### src/rtl/seq_nibble_adder_ctrl.sv
// rtl/seq_nibble_adder_ctrl.sv - sequential nibble-serial adder with valid/ready handshakes
//
// Purpose:
//   Adds two WIDTH-bit operands plus a carry-in using one 4-bit slice built
//   from four full_adder cells, one nibble per cycle, LSB nibble first.
//   A carry register links consecutive nibbles.
//
// Configuration macro:
//   SEQ_ADD_APPROX_LSB_EN - when defined, the carry out of nibble 0 is dropped
//   (carry into nibble 1 forced to 0). Timing and handshake are unchanged.
//   Undefined (default): exact carry chain.
//
// Ports:
//   clk        in   1      rising-edge clock
//   rst_n      in   1      synchronous active-low reset
//   in_valid   in   1      operand pair valid
//   in_ready   out  1      accepting operands (IDLE only)
//   a, b       in   WIDTH  operands, sampled on accept
//   cin        in   1      carry into nibble 0, sampled on accept
//   out_valid  out  1      sum/cout valid (DONE only)
//   out_ready  in   1      sink accepts result
//   sum        out  WIDTH  result
//   cout       out  1      carry out of the top nibble
//   busy       out  1      high in RUN or DONE

module full_adder (
  input  logic i_a,
  input  logic i_b,
  input  logic i_c,
  output logic o_s,
  output logic o_c
);
  assign o_s = i_a ^ i_b ^ i_c;
  assign o_c = (i_a & i_b) | (i_c & (i_a ^ i_b));
endmodule

module seq_nibble_adder_ctrl #(
  parameter int WIDTH = 16
) (
  input  logic             clk,
  input  logic             rst_n,
  input  logic             in_valid,
  output logic             in_ready,
  input  logic [WIDTH-1:0] a,
  input  logic [WIDTH-1:0] b,
  input  logic             cin,
  output logic             out_valid,
  input  logic             out_ready,
  output logic [WIDTH-1:0] sum,
  output logic             cout,
  output logic             busy
);

  localparam int NIB  = WIDTH / 4;
  localparam int IDXW = (NIB > 1) ? $clog2(NIB) : 1;

`ifdef SEQ_ADD_APPROX_LSB_EN
  localparam bit APPROX = 1'b1;
`else
  localparam bit APPROX = 1'b0;
`endif

  typedef enum logic [1:0] {
    S_IDLE = 2'd0,
    S_RUN  = 2'd1,
    S_DONE = 2'd2
  } state_t;

  state_t            r_state;
  state_t            w_next_state;

  logic [WIDTH-1:0]  r_a;
  logic [WIDTH-1:0]  r_b;
  logic [WIDTH-1:0]  r_sum;
  logic              r_cout;
  logic              r_carry;
  logic [IDXW-1:0]   r_idx;

  logic [IDXW+1:0]   w_shamt;
  logic [3:0]        w_a_nib;
  logic [3:0]        w_b_nib;
  logic [3:0]        w_s_nib;
  logic [4:0]        w_c;
  logic              w_last;
  logic              w_carry_next;
  logic [WIDTH-1:0]  w_nib_mask;
  logic [WIDTH-1:0]  w_nib_val;

  // Bit offset of the current nibble (idx * 4).
  assign w_shamt = {r_idx, 2'b00};
  assign w_a_nib = 4'(r_a >> w_shamt);
  assign w_b_nib = 4'(r_b >> w_shamt);

  // The single shared 4-bit ripple slice.
  assign w_c[0] = r_carry;
  for (genvar g = 0; g < 4; g++) begin : g_slice
    full_adder u_fa (
      .i_a (w_a_nib[g]),
      .i_b (w_b_nib[g]),
      .i_c (w_c[g]),
      .o_s (w_s_nib[g]),
      .o_c (w_c[g+1])
    );
  end

  assign w_last     = (r_idx == IDXW'(NIB - 1));
  // Approximate mode drops only the link from nibble 0 to nibble 1; the
  // final cout always comes straight from the slice.
  assign w_carry_next = (APPROX && (r_idx == '0)) ? 1'b0 : w_c[4];
  assign w_nib_mask = WIDTH'(4'hF) << w_shamt;
  assign w_nib_val  = WIDTH'(w_s_nib) << w_shamt;

  // State register
  always_ff @(posedge clk) begin
    if (!rst_n) begin
      r_state <= S_IDLE;
    end else begin
      r_state <= w_next_state;
    end
  end

  // Next-state logic
  always_comb begin
    w_next_state = r_state;
    case (r_state)
      S_IDLE:  if (in_valid)  w_next_state = S_RUN;
      S_RUN:   if (w_last)    w_next_state = S_DONE;
      S_DONE:  if (out_ready) w_next_state = S_IDLE;
      default: w_next_state = S_IDLE;
    endcase
  end

  // Outputs
  always_comb begin
    in_ready  = (r_state == S_IDLE);
    out_valid = (r_state == S_DONE);
    busy      = (r_state != S_IDLE);
    sum       = r_sum;
    cout      = r_cout;
  end

  // Datapath
  always_ff @(posedge clk) begin
    if (!rst_n) begin
      r_a     <= '0;
      r_b     <= '0;
      r_sum   <= '0;
      r_cout  <= 1'b0;
      r_carry <= 1'b0;
      r_idx   <= '0;
    end else begin
      case (r_state)
        S_IDLE: begin
          if (in_valid) begin
            r_a     <= a;
            r_b     <= b;
            r_carry <= cin;
            r_idx   <= '0;
            r_sum   <= '0;
          end
        end
        S_RUN: begin
          r_sum   <= (r_sum & ~w_nib_mask) | w_nib_val;
          r_carry <= w_carry_next;
          if (w_last) begin
            r_cout <= w_c[4];
          end else begin
            r_idx  <= r_idx + IDXW'(1);
          end
        end
        default: ;
      endcase
    end
  end

endmodule

### config.mk
export PLATFORM = sky130hd
export DESIGN_NAME = seq_nibble_adder_ctrl
export DESIGN_NICKNAME = d
export VERILOG_FILES = /design/src/rtl/seq_nibble_adder_ctrl.sv
export SDC_FILE = /design/constraint.sdc
export NUM_CORES = 1
export LEC_CHECK = 0
export ABC_CLOCK_PERIOD_IN_PS = 5800
export BUFFER_PORTS_ARGS = -buffer_cell sky130_fd_sc_hd__buf_2
export CORE_MARGIN = 2
export CORE_UTILIZATION = 40
export CTS_BUF_LIST = sky130_fd_sc_hd__clkbuf_4
export CTS_CLUSTER_DIAMETER = 80
export CTS_CLUSTER_SIZE = 28
export DETAILED_ROUTE_END_ITERATION = 10
export PLACE_DENSITY = 0.74
export SLEW_MARGIN = 0
export SYNTH_ARGS = -nofsm -noshare
export SYNTH_HDL_FRONTEND = slang
export SYNTH_HIERARCHICAL = 1
export SYNTH_SLANG_ARGS = --single-unit
### constraint.sdc
create_clock -name clk -period 5.8 [get_ports clk]
set_input_delay 0 -clock clk [delete_from_list [all_inputs] [get_ports clk]]
set_output_delay 0 -clock clk [all_outputs]
set_load 0.05 [all_outputs]
==> reports/metrics.csv <==
stage;metric;value;unit
run_status;status;complete, no violations;
run;maxCapViolations;0;
grt;grt_pass1_wl;9.018;mm
power_and_ir_drop;power_density;225.4;nW/um2
die;core_area;5851;um2
timing;setup_viol;0;
finish;area_delta_synth_final;28.02;%
timing;finalCritPeriodShare;61.21;%
route;ant_nets;0;
yosys;ys_async_sr_fraction;0;%
min_path;hp-class;in -> reg;
clock_network;cts_tree;yes;
min_path;hold_start;in_valid;
timing;skew;0.01479;ns
route;viasPerCell;4.931;
die;start_util;41.06;%
yosys;synth_area;2402;um2
yosys;syn_avg_cell_area;9.100;um2
clock_network;clock_path_buffers;2;
finish;finalNetCount;389;
yosys;ys_warn_count;6;
yosys;synth_ff_type;dfxtp_1;
die;pin_count;57;
route;dr.first_iter.drc_count;119;
timing;tns;0;ns
route;drt-wirelength-per-cell;12.70;um
clock_network;cts_buffers;5;
setup_path;slowest_delay;0.82;ns
clock_network;post-cts-setup-buffers;0;
yosys;seq_area_frac_synth;45.00;%
setup_path;crit_start;r_idx[0]$_SDFFE_PN0P_;
finish;diodes;0;
finish;drive_above_1_share;21.80;%
setup_path;critPathCaptureType;flop;
clock_network;clk_latency;0.36;ns
timing;min_period;3.550;ns
timing;fin_ws;2.250;ns
grt;grt_pass1_vias;1954;
power_and_ir_drop;ir_worst_vdd;0.1256;mV
timing;hold_violations;0;
power_and_ir_drop;power;0.6931;mW
setup_path;timing.critical_path.mode_cell;fa_1;
placement;pre_cts_ws;2.261;ns
finish;instances_no_fill;419;
die;die_h;81.50;um
clock_network;clkSlewWorstSetupHoldPaths;0.15;ns
setup_path;ff2ff_setup_slack;2.25;ns
yosys;synth_fp_nets;310;
yosys;yosysUniqueCellTypes;26;
setup_path;cp_cell_sequence;mux4_2 -> fa_1 -> fa_1 -> fa_1 -> fa_1 -> nand2_1 -> o22ai_1;
placement;placed_cells;377;
setup_path;reg2regPathDepth;7;
timing;slew_viol_final;0;
clock_network;cts_resized;0;
route;first_pass_iters;4;
timing;slew_headroom;25.33;%
timing;fmax;0.2817;GHz
finish;final_area;3075;um2
route;routed_wl;5.321;mm
setup_path;critical_path_class;reg -> reg;
clock_network;htree_levels;2;
placement;globalplace.congestion;0.8299;
grt;grt.total_usage;17.38;%
setup_path;start_kind;flop;
setup_path;regToRegStartpoint;r_idx[0]$_SDFFE_PN0P_;
route;vias;2066;
yosys;ys_ff_latch;54;
yosys;syn_inst;264;
route;drc;0;
placement;portBuffers;56;
die;row_count;28;
clock_network;cts.sinks;54;
placement;postPlaceCellArea;2676;um2
setup_path;slowest_stage;dfxtp_1;
placement;dpl.hpwl;3.599;mm
yosys;synth-edff-count;0;
timing;timing.hold.ws;0.09712;ns
timing;rsz0062_at_grt;false;
setup_path;critPathArrivalTime;3.84;ns
die;dieArea;6641;um2
setup_path;worstReg2RegEnd;sum[15]$_SDFFE_PN0P_;
die;fp.dieW;81.50;um
setup_path;crit_fanout;15;
min_path;worstHoldPathCells;4;
power_and_ir_drop;p_leak;1.286;nW
grt;antenna_found_initial;0;
grt;overflow;0;
min_path;min_to;r_carry$_SDFFE_PN0P_;
setup_path;cp.required;6.09;ns
grt;grt_max_degree;61;
timing;tightest_slew;1.119;ns
clock_network;cts_root_buf;clkbuf_4;
finish;final_core_util;52.57;%
## what timing repair did
| item | CTS | global route |
|---|---|---|
| setup endpoints to repair | 0 | 0 |
| hold buffers | 34 | 0 |
| hold endpoints to repair | 34 | 0 |
## cell families (layout without fill, tap and decap cells)
group | count (synthesis) | after routing | share of synthesized area (%)
buf+inv | 24 | 104 | 5.364
flops | 54 | 54 | 45.00
fa+ha+maj | 9 | 9 | 5.938
simple gates | 107 | 107 | 18.44
compound gates | 62 | 62 | 17.76
mux | 8 | 8 | 7.500
## worst max path at each step
stage                            to  slack (ns)  cells past startpoint
3_3_place_gp      cout$_SDFFE_PN0P_        2.35                      7
3_5_place_dp   sum[15]$_SDFFE_PN0P_        2.26                      7
4_1_cts        sum[15]$_SDFFE_PN0P_        2.20                      7
2_1_floorplan     cout$_SDFFE_PN0P_        2.62                      8
6_report       sum[15]$_SDFFE_PN0P_        2.25                      7
5_1_grt        sum[15]$_SDFFE_PN0P_        2.00                      7
## cell type report
class / instances / area, um2
fillers: 556 / 2775
clock buffers: 6 / 45.04
multi-input cells: 186 / 1199
well taps: 75 / 93.84
inverters: 6 / 22.52
flip-flops and latches: 54 / 1081
clock inverters: 2 / 13.76
repair buffers: 90 / 620.6
## layout by cell type, fill, tap and decap left out, drive strengths merged
master	n
a21boi	33
a21oi	5
a22oi	1
and3	2
buf	56
clkbuf	6
clkinv	2
dfxtp	54
dlygate4sd3	34
fa	4
ha	5
inv	6
mux4	8
nand2	93
nand2b	1
nand3	4
nor2	1
nor2b	3
nor3b	1
o21a	1
o21ai	2
o21ba	1
o22ai	19
or3b	2
## layer usage
layer	vias to the layer above	track usage (%)	share of wire [%]
met4	0	3.559	0.28
met3	2	3.736	5.5
li1	1050	-	-
met5	-	0	0
met1	949	24.11	48
met2	65	28.03	46
## Yosys cell counts (all sizes together) (3+ instances only)
master	n	area share, %
a21boi	33	10
a21oi	5	1.0
buf	12	3.5
clkbuf	6	0.94
dfxtp	54	45
fa	4	3.3
ha	5	2.6
inv	6	0.94
mux4	8	7.5
nand2	93	15
nand3	4	0.83
nor2b	3	0.89
o22ai	19	4.9
## state kept, by name (all words and copies together) (netlist names)
signal,count
cout,1
r_a,16
r_b,16
r_carry,1
r_idx,2
r_state,2
sum,16
## worst max-delay path, delay by kind of cell, from the launching register on
kind	cells	cell delay, ns
AND/OR/NAND/NOR	1	0.11
flip-flops	1	0.82
multiplexers	1	0.61
adder cells (fa/ha/maj)	4	1.73
AO/OA/AOI/OAI	1	0.20
## report_power, final
group	leakage [nW]	internal [mW]	switching (mW)
clock	0.0356	0.0527	0.113
sequential	0.441	0.389	0.0155
combinational	0.809	0.0585	0.0647
No activity file was read; power rests on OpenSTA's default activity.
